===== config.mk =====
export PLATFORM = sky130hd
export DESIGN_NAME = unidade_controle_niveis
export DESIGN_NICKNAME = d
export VERILOG_FILES = /design/src/rtl/unidade_controle_niveis.sv
export SDC_FILE = /design/constraint.sdc
export NUM_CORES = 1
export LEC_CHECK = 0
export ABC_AREA = 1
export ABC_CLOCK_PERIOD_IN_PS = 1300
export CORE_ASPECT_RATIO = 1.1
export CORE_MARGIN = 2
export CORE_UTILIZATION = 44
export DETAILED_ROUTE_END_ITERATION = 8
export PLACE_DENSITY = 0.85
export SLEW_MARGIN = 10
export SYNTH_ARGS = -nofsm -noshare
export SYNTH_HDL_FRONTEND = slang
export SYNTH_SLANG_ARGS = --single-unit

===== constraint.sdc =====
create_clock -name clock -period 1.3 [get_ports clock]
set_input_delay 0.39 -clock clock [delete_from_list [all_inputs] [get_ports clock]]
set_output_delay 0.39 -clock clock [all_outputs]
set_load 0.02 [all_outputs]

===== src/rtl/unidade_controle_niveis.sv =====
// Level/lives controller for the LED-matrix memory puzzle: sequences level play, retries, win and loss.
// Optional per-level timeout enabled by defining UNIDADE_CONTROLE_TIMEOUT_EN.
module unidade_controle_niveis #(
   parameter int N_NIVEIS       = 8,
   parameter int NIVEL_W        = 3,
   parameter int VIDAS          = 3,
   parameter int VIDAS_W        = 2,
   parameter int TIMEOUT_CICLOS = 50_000_000
) (
   input  logic               clock,
   input  logic               reset,
   input  logic               iniciar,
   input  logic               nivel_concluido,
   input  logic               nivel_errado,
   output logic               ganhou,
   output logic               perdeu,
   output logic               estourou,
   output logic               contaN,
   output logic               zeraN,
   output logic               zeraM,
   output logic [NIVEL_W-1:0] nivel,
   output logic [VIDAS_W-1:0] vidas,
   output logic [4:0]         db_estado
);

   typedef enum logic [3:0] {
      INICIAL       = 4'd0,
      PREPARACAO    = 4'd1,
      INIC_NIVEL    = 4'd2,
      JOGANDO       = 4'd3,
      CHECA_ULTIMO  = 4'd4,
      PROXIMO_NIVEL = 4'd5,
      GANHOU        = 4'd6,
      ERRO_NIVEL    = 4'd7,
      CHECA_VIDAS   = 4'd8,
      PERDEU        = 4'd9
   } estado_t;

   localparam logic [NIVEL_W-1:0] NIVEL_MAX = NIVEL_W'(N_NIVEIS - 1);
   localparam logic [VIDAS_W-1:0] VIDAS_INI = VIDAS_W'(VIDAS);

   estado_t            estado_q, estado_d;
   logic [NIVEL_W-1:0] nivel_q, nivel_d;
   logic [VIDAS_W-1:0] vidas_q, vidas_d;
   logic               timeout_s;
   logic               estourou_q;

`ifdef UNIDADE_CONTROLE_TIMEOUT_EN
   localparam int              TO_W   = $clog2(TIMEOUT_CICLOS);
   localparam logic [TO_W-1:0] TO_FIM = TO_W'(TIMEOUT_CICLOS - 1);

   logic [TO_W-1:0] tempo_q, tempo_d;
   logic            estourou_d;

   assign timeout_s = (estado_q == JOGANDO) && (tempo_q == TO_FIM);

   always_comb begin
      tempo_d    = {TO_W{1'b0}};
      estourou_d = estourou_q;
      if (estado_q == JOGANDO) begin
         tempo_d = tempo_q + TO_W'(1);
      end else begin
         tempo_d = {TO_W{1'b0}};
      end
      // The flag records why ERRO_NIVEL was entered; a wrong move outranks the timeout.
      if ((estado_q == JOGANDO) && !nivel_concluido && !nivel_errado && timeout_s) begin
         estourou_d = 1'b1;
      end else if ((estado_q == INIC_NIVEL) || (estado_q == PREPARACAO)) begin
         estourou_d = 1'b0;
      end else begin
         estourou_d = estourou_q;
      end
   end

   always_ff @(posedge clock) begin
      if (reset) begin
         tempo_q    <= {TO_W{1'b0}};
         estourou_q <= 1'b0;
      end else begin
         tempo_q    <= tempo_d;
         estourou_q <= estourou_d;
      end
   end
`else
   assign timeout_s  = 1'b0 && (TIMEOUT_CICLOS > 0);
   assign estourou_q = 1'b0;
`endif

   always_ff @(posedge clock) begin
      if (reset) begin
         estado_q <= INICIAL;
         nivel_q  <= {NIVEL_W{1'b0}};
         vidas_q  <= VIDAS_INI;
      end else begin
         estado_q <= estado_d;
         nivel_q  <= nivel_d;
         vidas_q  <= vidas_d;
      end
   end

   always_comb begin
      estado_d = estado_q;
      case (estado_q)
         INICIAL, GANHOU, PERDEU: begin
            if (iniciar) estado_d = PREPARACAO;
            else         estado_d = estado_q;
         end
         PREPARACAO:    estado_d = INIC_NIVEL;
         INIC_NIVEL:    estado_d = JOGANDO;
         JOGANDO: begin
            if (nivel_concluido)                estado_d = CHECA_ULTIMO;
            else if (nivel_errado || timeout_s) estado_d = ERRO_NIVEL;
            else                                estado_d = JOGANDO;
         end
         CHECA_ULTIMO: begin
            if (nivel_q == NIVEL_MAX) estado_d = GANHOU;
            else                      estado_d = PROXIMO_NIVEL;
         end
         PROXIMO_NIVEL: estado_d = INIC_NIVEL;
         ERRO_NIVEL:    estado_d = CHECA_VIDAS;
         CHECA_VIDAS: begin
            if (vidas_q == {VIDAS_W{1'b0}}) estado_d = PERDEU;
            else                            estado_d = INIC_NIVEL;
         end
         default:       estado_d = INICIAL;
      endcase
   end

   always_comb begin
      nivel_d = nivel_q;
      vidas_d = vidas_q;
      case (estado_q)
         INICIAL, PREPARACAO: begin
            nivel_d = {NIVEL_W{1'b0}};
            vidas_d = VIDAS_INI;
         end
         PROXIMO_NIVEL: begin
            if (nivel_q != NIVEL_MAX) nivel_d = nivel_q + NIVEL_W'(1);
            else                      nivel_d = nivel_q;
         end
         ERRO_NIVEL: begin
            if (vidas_q != {VIDAS_W{1'b0}}) vidas_d = vidas_q - VIDAS_W'(1);
            else                            vidas_d = vidas_q;
         end
         default: begin
            nivel_d = nivel_q;
            vidas_d = vidas_q;
         end
      endcase
   end

   always_comb begin
      ganhou    = 1'b0;
      perdeu    = 1'b0;
      estourou  = 1'b0;
      contaN    = 1'b0;
      zeraN     = 1'b0;
      zeraM     = 1'b0;
      db_estado = 5'b11111;
      case (estado_q)
         INICIAL:       begin zeraN = 1'b1; zeraM = 1'b1; db_estado = 5'd0; end
         PREPARACAO:    begin zeraN = 1'b1; zeraM = 1'b1; db_estado = 5'd1; end
         INIC_NIVEL:    begin zeraM = 1'b1; db_estado = 5'd2; end
         JOGANDO:       db_estado = 5'd3;
         CHECA_ULTIMO:  db_estado = 5'd4;
         PROXIMO_NIVEL: begin contaN = 1'b1; db_estado = 5'd5; end
         GANHOU:        begin ganhou = 1'b1; db_estado = 5'd6; end
         ERRO_NIVEL:    begin zeraM = 1'b1; estourou = estourou_q; db_estado = 5'd7; end
         CHECA_VIDAS:   db_estado = 5'd8;
         PERDEU:        begin perdeu = 1'b1; db_estado = 5'd9; end
         default:       db_estado = 5'b11111;
      endcase
   end

   assign nivel = nivel_q;
   assign vidas = vidas_q;

endmodule

==> results of run 1 <==
worst max-delay path by stage:
| stage | slack [ns] | from | to | depth (start not counted) |
|---|---|---|---|---|
| 4_1_cts | -0.25 | estado_q[2] | ganhou | 5 |
| 3_3_place_gp | -0.47 | estado_q[2] | ganhou | 5 |
| 2_1_floorplan | -0.01 | estado_q[1] | zeraN | 4 |
| 5_1_grt | -0.36 | estado_q[2] | estado_q[0] | 10 |
| 6_report | -0.30 | estado_q[2] | perdeu | 5 |
| 3_5_place_dp | -0.51 | estado_q[3] | zeraM | 4 |
registers in the layout, summed over array words and instances, names as in the netlist:
register,cells
vidas,2
nivel,3
estado_q,4
cell families (layout without fill, tap and decap cells):
family / count (synthesis) / in the layout
flip-flops: 9 / 9
adder cells (fa/ha/maj): 3 / 3
other: 1 / 1
AND/OR/NAND/NOR: 46 / 46
AO/OA/AOI/OAI: 18 / 18
buffers and inverters: 21 / 73
through the flow:
stage                     std cells  TNS (ns)  hold WS, ns
after CTS                       161     -1.77        0.485
after global routing            166     -4.18        0.507
after detailed placement        148     -4.65        0.475
after global placement          148     -4.19        0.462
final                           166     -3.38        0.486
after floorplan                  98   -0.0134        0.542
placed cells by master, fill, tap and decap left out, types with 2 or more instances in the layout:
master           netlist  routed
nor2_2                 2       2
clkdlybuf4s50_1        0       4
inv_1                 12       9
inv_4                  0       2
clkbuf_2               0       2
o211ai_1               2       2
nand3_1                6       4
o21ai_0                5       2
nand2_2                3       9
o21ai_2                1       2
dfxtp_1                9       5
nand3_4                0       3
nor2_4                 2       8
buf_2                  1       2
buf_6                  1      14
nand2_4                0       2
a21oi_1                8       3
buf_4                  1      29
ha_1                   3       3
o21ai_1                1       2
nor2_1                11       5
nand2_1               20      12
a21oi_2                0       5
dfxtp_4                0       4
clkbuf_4               0       3
inv_2                  4       4
critical path, stage by stage, from the launching register on:
cell and delay [ns]:
dfxtp_4 0.38, buf_4 0.15, nor2_4 0.13, nand2_2 0.10, inv_2 0.07, buf_6 0.11
repair_timing:
| action | in CTS | in global routing |
|---|---|---|
| setup buffers | 10 | 7 |
| hold endpoints to repair | 0 | 0 |
| endpoints found under the setup margin | 20 | 21 |
| gates resized for setup | 108 | 25 |
| pin swaps | 13 | 10 |
| hold buffers | 0 | 0 |
metal layers:
layer	vias to the layer above	wire length (um)	track usage (%)
met4	0	329	25.3
met1	452	1200	40.3
met2	104	1670	60.6
met5	-	0	0
li1	413	-	-
met3	43	355	7.69
layout make-up:
cell class | count | area (um^2) | share of cell area, %
clock buffer | 4 | 26.3 | 2.07
inverter | 17 | 75.1 | 5.92
multi-input combinational | 68 | 504 | 39.8
sequential | 9 | 195 | 15.4
tap | 16 | 20.0 | 1.58
timing repair buffer | 52 | 447 | 35.2
power groups by stage:
| stage | registers [uW] | logic (uW) | clock network, uW |
|---|---|---|---|
| finish | 480 | 1830 | 230 |
| global route | 483 | 1920 | 245 |
| CTS | 453 | 1400 | 226 |
| detailed placement | 412 | 1090 | 0 |
| global placement | 407 | 1040 | 0 |
| floorplan | 416 | 632 | 0 |
==> impl_metrics.ini, run 1 <==
[status]
status = finished with violations
violations = negative setup slack

[setup_path]
cp.arrival_ns = 1.21
critPathLaunchType = register
required_ns = 0.91
r2r-end = estado_q[0]
worstSetupEndpointType = output port
ff2ff_path_depth = 10
timing.rr.start = estado_q[2]
worst-r2r-setup-slack_ns = -0.30
path_class = reg2out
crit_fanout = 5

[synthesis]
ys_types = 23
synth_compound_area_share_pct = 15.9
synth_top_cell_area_share_pct = 28.3
ys_seq_area_share_pct = 28.3
yosys.area_share.simple_pct = 34.6
synth_top_family_by_area = simple AND/OR/NAND/NOR gates
synth-xor-area-share_pct = 0
yosysMostFrequentCell = nand2_1
synth_area_leaders = dfxtp_1 (28%), nand2_1 (12%), inv_1 (7.1%)
async_reset_ff_share_pct = 0
netlist_area_um2 = 636
synth_nets = 106
synth_ff_type = dfxtp_1
synth_adder_area_share_pct = 5.91
synth.area.mux_share_pct = 0
synthCells = 98
yosys_warnings = 0
synth_top_cell_by_area = dfxtp_1
yosys-top-cells-count = nand2_1 (20), inv_1 (12), nor2_1 (11)
synth_edf_count = 0
synth_seq_cells = 9
avgSynthCellArea_um2 = 6.49

[floorplanning]
rows = 14
initial_core_util_pct = 46.5
die_area_mm2 = 0.00176
ioPinCount = 21
fp.dieW_um = 40.2
fp.dieH_um = 43.9
core_area_mm2 = 0.00137

[power_and_ir_drop]
leakage_uw = 0.000604
clkPwrFrac_pct = 9.1
ir_drop_mv = 1.51
power_density_mw_per_mm2 = 2000
power_uw = 2540
internal_power_uw = 1260
power_frac_comb_pct = 72.0
p_sw_uw = 1280
swShare_pct = 50.4
p_seq_share_pct = 18.9

[layout]
fill_cells = 49
utilization_pct = 92.8
design_area_mm2 = 0.00127
nNetsFinal = 159
drive_above_1_share_pct = 64.0
diodes = 0
synthToLayoutAreaGrowth_pct = 99.4

[sta]
fmax_mhz = 624
grt_setup_unrepaired = true
finalHoldViolCount = 0
post-route-min-period_ns = 1.60
timing.final.setup_violations = 17
clock_skew_ns = 0.00216
setup_slack_ns = -0.304
post-route-period-util_pct = 123
final_max_slew_viol_count = 0

[global_route]
grt_pass1_vias = 909
grt_usage_pct = 36.8
grt_overflow = 0
grt_pass1_wl_um = 4280
grt_max_degree = 7
antenna_found_initial = 0

[routing]
drt-initial-drc-count = 80
routed_via_density = 6.10
firstDrtPassIters = 4
vias = 1012
drtAntennaViolNets = 0
wl_per_cell_um = 21.4
wl_um = 3550
drc = 0

[job]
drv_cap = 0

[place]
hpwl_um = 1440
place_ws_ns = -0.506
dpl_cell_area_um2 = 961
gp_congestion = 0.854
numPortBuffers = 19

[worst_hold_path]
holdCritStartpoint = nivel[1]
hp-class = reg2reg
holdPathEnd = nivel[1]
whs_path_depth = 2

[cts]
cts_tree = built
clkTransAtPathRegs_ns = 0.06
cts_buffers = 3
clk_latency_ns = 0.27
htree_levels = 1
cts.sinks = 9
root_buffer = clkbuf_4
clock_path_buffers = 2
Note: power is estimated with default switching activity, not from simulation.
==> run 2, diff against run 1 <==
Settings changed: CORE_ASPECT_RATIO 1.1 to not set, CORE_UTILIZATION 44 to 45, CTS_BUF_LIST set to sky130_fd_sc_hd__clkbuf_8, PLACE_DENSITY 0.85 to 0.87, REMOVE_ABC_BUFFERS set to 1.
==> run 2 against run 1 <==
Synthesized cell count unchanged. The flow now stops in global routing. Synthesized area stayed put.
==> impl_metrics.ini, run 2 <==
[status]
status = stopped before the end
lastStage = global routing
error = [ERROR DPL-0033] detailed placement checks failed during check placement.

[synthesis]
synth_edf_count = 0
synth_seq_cells = 9
synth_top_cell_area_share_pct = 28.3
ys_types = 23
async_reset_ff_share_pct = 0
synth_top_cell_by_area = dfxtp_1
yosys-top-cells-count = nand2_1 (20), inv_1 (12), nor2_1 (11)
synthCells = 98
yosysMostFrequentCell = nand2_1
avgSynthCellArea_um2 = 6.49
netlist_area_um2 = 636
ys_seq_area_share_pct = 28.3
synth_area_leaders = dfxtp_1 (28%), nand2_1 (12%), inv_1 (7.1%)
yosys_warnings = 0
synth_ff_type = dfxtp_1

[global_route]
antenna_found_initial = 0
grt_max_degree = 7

[floorplanning]
fp.dieW_um = 41.6
fp.dieH_um = 41.6
ioPinCount = 21
rows = 13
initial_core_util_pct = 48.2

[place]
gp_congestion = 0.805
place_inst = 147
numPortBuffers = 19
place_ws_ns = -0.556
hpwl_um = 1420

[cts]
cts.sinks = 9
clock_path_buffers = 2
cts_hold_buf = 0
cts_buffers = 3
htree_levels = 1
root_buffer = clkbuf_8

[sta]
postGrtWorstEndpoint = zeraM
worstEpCategory = output port
[run 2: cell counts after synthesis]
No cell type changed its count.
[run 2: per-stage QoR]
step                area, um^2  hold WS [ns]
floorplan                  608         0.459
global placement           960         0.461
detailed placement         960         0.482
CTS                       1180         0.489
[run 2: kinds of logic after synthesis]
| group | synth area share [%] |
|---|---|
| simple gates | 34.6 |
| buf+inv | 14.6 |
| compound gates | 15.9 |
| flops | 28.3 |
| fa+ha+maj | 5.91 |
| other cells | 0.590 |
[run 2: repair_timing]
action                                  CTS
resized for setup                       101
buffers inserted                         11
pin swaps                                14
endpoints found under the setup margin   23
==> run 3, diff against run 2 <==
Settings changed: CORE_AREA set to 2 2 63 65, CORE_MARGIN 2 to not set, CORE_UTILIZATION 45 to not set, CTS_BUF_LIST sky130_fd_sc_hd__clkbuf_8 to not set, DIE_AREA set to 0 0 65 67, PLACE_DENSITY 0.87 to not set, PLACE_DENSITY_LB_ADDON set to 0.15.
==> run 3 against run 2 <==
The flow now finishes, with violations (negative setup slack).
==> impl_metrics.ini, run 3 (synthesized netlist as in run 1, its figures left out) <==
[cts]
cts_buffers = 3
clock_path_buffers = 2
htree_levels = 1
clkTransAtPathRegs_ns = 0.05
clk_latency_ns = 0.25
root_buffer = clkbuf_8
cts_hold_buf = 0
cts_tree = built
cts.sinks = 9

[layout]
layout_common_cells = buf_4 (28), nand2_1 (13), buf_6 (11)
final_common_cell = buf_4
top_register = estado_q
design_area_mm2 = 0.00130
largest_register_ffs = 4
drive_above_1_share_pct = 62.6
synthToLayoutAreaGrowth_pct = 104
utilization_pct = 36.0
nNetsFinal = 156
diodes = 0
fill_cells = 382

[setup_path]
worstSetupEndpointType = output port
crit_fanout = 5
critPathLaunchType = register
required_ns = 0.91
cp.arrival_ns = 1.11
path_class = reg2out

[routing]
firstDrtPassIters = 4
routed_via_density = 4.08
drtAntennaViolNets = 0
wl_per_cell_um = 10.8
wl_um = 2110
vias = 795
drt-initial-drc-count = 11
drc = 0

[floorplanning]
ioPinCount = 21
fp.dieH_um = 67
die_area_mm2 = 0.00436
core_area_mm2 = 0.00361
fp.dieW_um = 65
rows = 22
initial_core_util_pct = 17.6

[global_route]
antenna_found_initial = 0
grt_max_degree = 8
grt_usage_pct = 10.5
grt_pass1_wl_um = 3430
grt_overflow = 0
grt_pass1_vias = 770

[place]
hpwl_um = 1540
dpl_cell_area_mm2 = 0.00102
gp_congestion = 0.763
numPortBuffers = 19
place_ws_ns = -0.597

[status]
violations = negative setup slack
status = finished with violations

[sta]
final_max_slew_viol_count = 0
grt_setup_unrepaired = true
clock_skew_ns = 0.00440
timing.final.setup_violations = 13
setup_slack_ns = -0.197
fmax_mhz = 668
post-route-min-period_ns = 1.50
finalHoldViolCount = 0
post-route-period-util_pct = 115
finalSetupTns_ns = -1.42

[power_and_ir_drop]
ir_drop_mv = 0.424
leakage_uw = 0.000600
power_uw = 2270
power_density_mw_per_mm2 = 1750

[job]
drv_cap = 0

[worst_hold_path]
hp-class = reg2reg
-- run 3: timing repair --
action                     in CTS  in global routing
gates resized for setup        96                 31
pin swaps                       6                 12
setup endpoints to repair      23                 23
setup buffers                   6                  4
-- run 3: layout make-up --
cell class	count	area [um^2]	share of cell area (%)
Sequential cell	9	200	15.4
Multi-Input combinational cell	68	493	38.0
Tap cell	48	60.1	4.62
Timing Repair Buffer	49	425	32.8
Clock buffer	4	45.0	3.47
Inverter	17	75.1	5.78
-- run 3: path summary, 6_finish.rpt --
check        cells past startpoint          end         from  slack, ns
max                              5       perdeu  estado_q[2]      -0.20
min                              1     nivel[0]     nivel[0]       0.46
max reg2reg                     11  estado_q[0]  estado_q[2]      -0.08
min reg2reg                      1     nivel[0]     nivel[0]       0.46
-- run 3: per-layer routing --
metal / part of all wire (%) / wire, um / vias to the layer above / track usage, %
li1: - / - / 414 / -
met1: 42 / 874 / 354 / 11.5
met2: 50 / 1050 / 20 / 17.8
met3: 4.3 / 91 / 7 / 2.70
met4: 4.3 / 90 / 0 / 7.45
met5: 0 / 0 / - / 0
-- run 3: worst max-delay path: stages (launching register included) --
cell and delay, ns:
dfxtp_4 0.37, buf_4 0.16, nor2_4 0.09, nand2_2 0.08, inv_2 0.06, buf_6 0.10
-- run 3: metrics by stage --
step | hold slack [ns] | instances
floorplan | 0.459 | 94
global placement | 0.471 | 182
detailed placement | 0.475 | 182
CTS | 0.454 | 192
global route | 0.494 | 195
finish | 0.459 | 195
-- run 3: power breakdown --
group | switching, uW | total, uW | internal [uW]
clock network | 133 | 348 | 216
logic | 751 | 1440 | 687
registers | 124 | 482 | 358
==> run 4, diff against run 3 <==
Settings changed: ABC_CLOCK_PERIOD_IN_PS 1300 to 1400, CORE_AREA 2 2 63 65 to 3 3 64 66, DIE_AREA 0 0 65 67 to 0 0 67 69.
Clock period 1.3 ns to 1.4 ns, I/O delays scaled along.
==> run 4 against run 3 <==
Via count shrank 0.75%. Largest cell class is now buffers. Total power shrank 7.9%. Critical path depth shrank 1. Non-clock buffer count grew 4. Sequential power shrank 13%. Final area shrank 2.2%. Clock-buffer cell count is the same. Sequential cell count is the same. First-iteration DRC count grew to 2.7 times the previous value. Sequential share of layout area is essentially flat. The flow still finishes with violations (negative setup slack). Clock skew shrank 0.0036 ns.
==> impl_metrics.ini, run 4 (synthesized netlist as in run 1, its figures left out) <==
[cts]
htree_levels = 1
clk_latency_ns = 0.24
cts_hold_buf = 0
cts.sinks = 9
cts_buffers = 3
root_buffer = clkbuf_8
clock_path_buffers = 2
clkTransAtPathRegs_ns = 0.05
cts_tree = built

[layout]
stdcell_count = 199
top_register = estado_q
final_common_cell = buf_4
largest_register_ffs = 4
utilization_pct = 35.0
nNetsFinal = 160
design_area_mm2 = 0.00127
layout_common_cells = buf_4 (31), nand2_1 (17), buf_6 (12)
drive_above_1_share_pct = 53.6
synthToLayoutAreaGrowth_pct = 99.8
diodes = 0

[sta]
grt_setup_unrepaired = true
timing.final.setup_violations = 8
post-route-period-util_pct = 108
fmax_mhz = 659
finalHoldViolCount = 0
post-route-min-period_ns = 1.52
final_max_slew_viol_count = 0
setup_slack_ns = -0.116
clock_skew_ns = 0.000764

[power_and_ir_drop]
p_seq_share_pct = 20.1
swShare_pct = 42.4
power_density_mw_per_mm2 = 1640
leakage_uw = 0.000615
clkPwrFrac_pct = 15.0
ir_drop_mv = 0.375
power_frac_comb_pct = 64.9
power_uw = 2090
p_sw_uw = 886
internal_power_uw = 1200

[worst_hold_path]
holdCritStartpoint = nivel[1]
hp-class = reg2reg

[global_route]
antenna_found_initial = 0
grt_usage_pct = 9.09
grt_max_degree = 7
grt_overflow = 0
grt_pass1_wl_um = 3190
grt_pass1_vias = 741

[floorplanning]
die_area_mm2 = 0.00462
rows = 22
fp.dieH_um = 69
ioPinCount = 21
core_area_mm2 = 0.00363
initial_core_util_pct = 17.5
fp.dieW_um = 67

[place]
numPortBuffers = 19
hpwl_um = 1560
dpl_cell_area_mm2 = 0.00104
gp_congestion = 0.796
place_ws_ns = -0.420
place_inst = 185

[routing]
firstDrtPassIters = 4
drtAntennaViolNets = 0
vias = 789
wl_per_cell_um = 9.91
drt-initial-drc-count = 30
wl_um = 1970
drc = 0
routed_via_density = 3.96

[status]
violations = negative setup slack
status = finished with violations

[setup_path]
worstSetupEndpointType = output port
crit_fanout = 6
path_class = reg2out
timing.rr.start = estado_q[2]
critPathLaunchType = register
startpoint = estado_q[1]
cp.arrival_ns = 1.10
required_ns = 0.98

[job]
drv_cap = 0
[run 4: final cells by class]
type                    count  area, um^2
repair buffers             53         458
clock buffers               4        45.0
fillers                   411        2360
multi-input cells          68         437
flip-flops and latches      9         195
inverters                  17        75.1
well taps                  48        60.1
[run 4: final timing paths]
path	endpoint	slack [ns]	depth (start not counted)
worst max-delay path	db_estado[0]	-0.12	4
worst min-delay path	nivel[1]	0.48	2
worst min register to register	nivel[1]	0.48	2
worst max register to register	estado_q[0]	0.05	11
[run 4: critical path: stages, from the launching register on]
cell	delay, ns
dfxtp_4	0.37
nor2_4	0.17
buf_6	0.13
o21ai_2	0.05
buf_6	0.13
[run 4: stage by stage]
step | hold WS, ns | TNS [ns]
global placement | 0.467 | -3.60
finish | 0.479 | -0.624
global route | 0.518 | -1.07
CTS | 0.483 | -0.577
detailed placement | 0.476 | -3.70
floorplan | 0.489 | -0.187
[run 4: layer usage]
metal  up-vias  part of all wire, %  track usage, %
met5         -                    0               0
met4         0                  2.4            5.41
met3         4                  3.7            1.47
met2        19                   49            14.1
met1       346                   45            11.5
li1        420                    -               -
[run 4: power by group through the flow]
stage          Sequential, uW  Combinational (uW)  Clock [uW]
2_1_floorplan             417                 515           0
3_3_place_gp              381                1060           0
3_5_place_dp              382                1040           0
4_1_cts                   412                1110         318
5_1_grt                   429                1480         340
6_report                  420                1350         312
[run 4: repair_timing]
action                                 4_1_cts  5_1_grt
setup endpoints to repair                   15       16
setup buffers                                5        5
gates resized for setup                     82       24
endpoints found under the hold margin        0        0
pin swaps                                    7       11
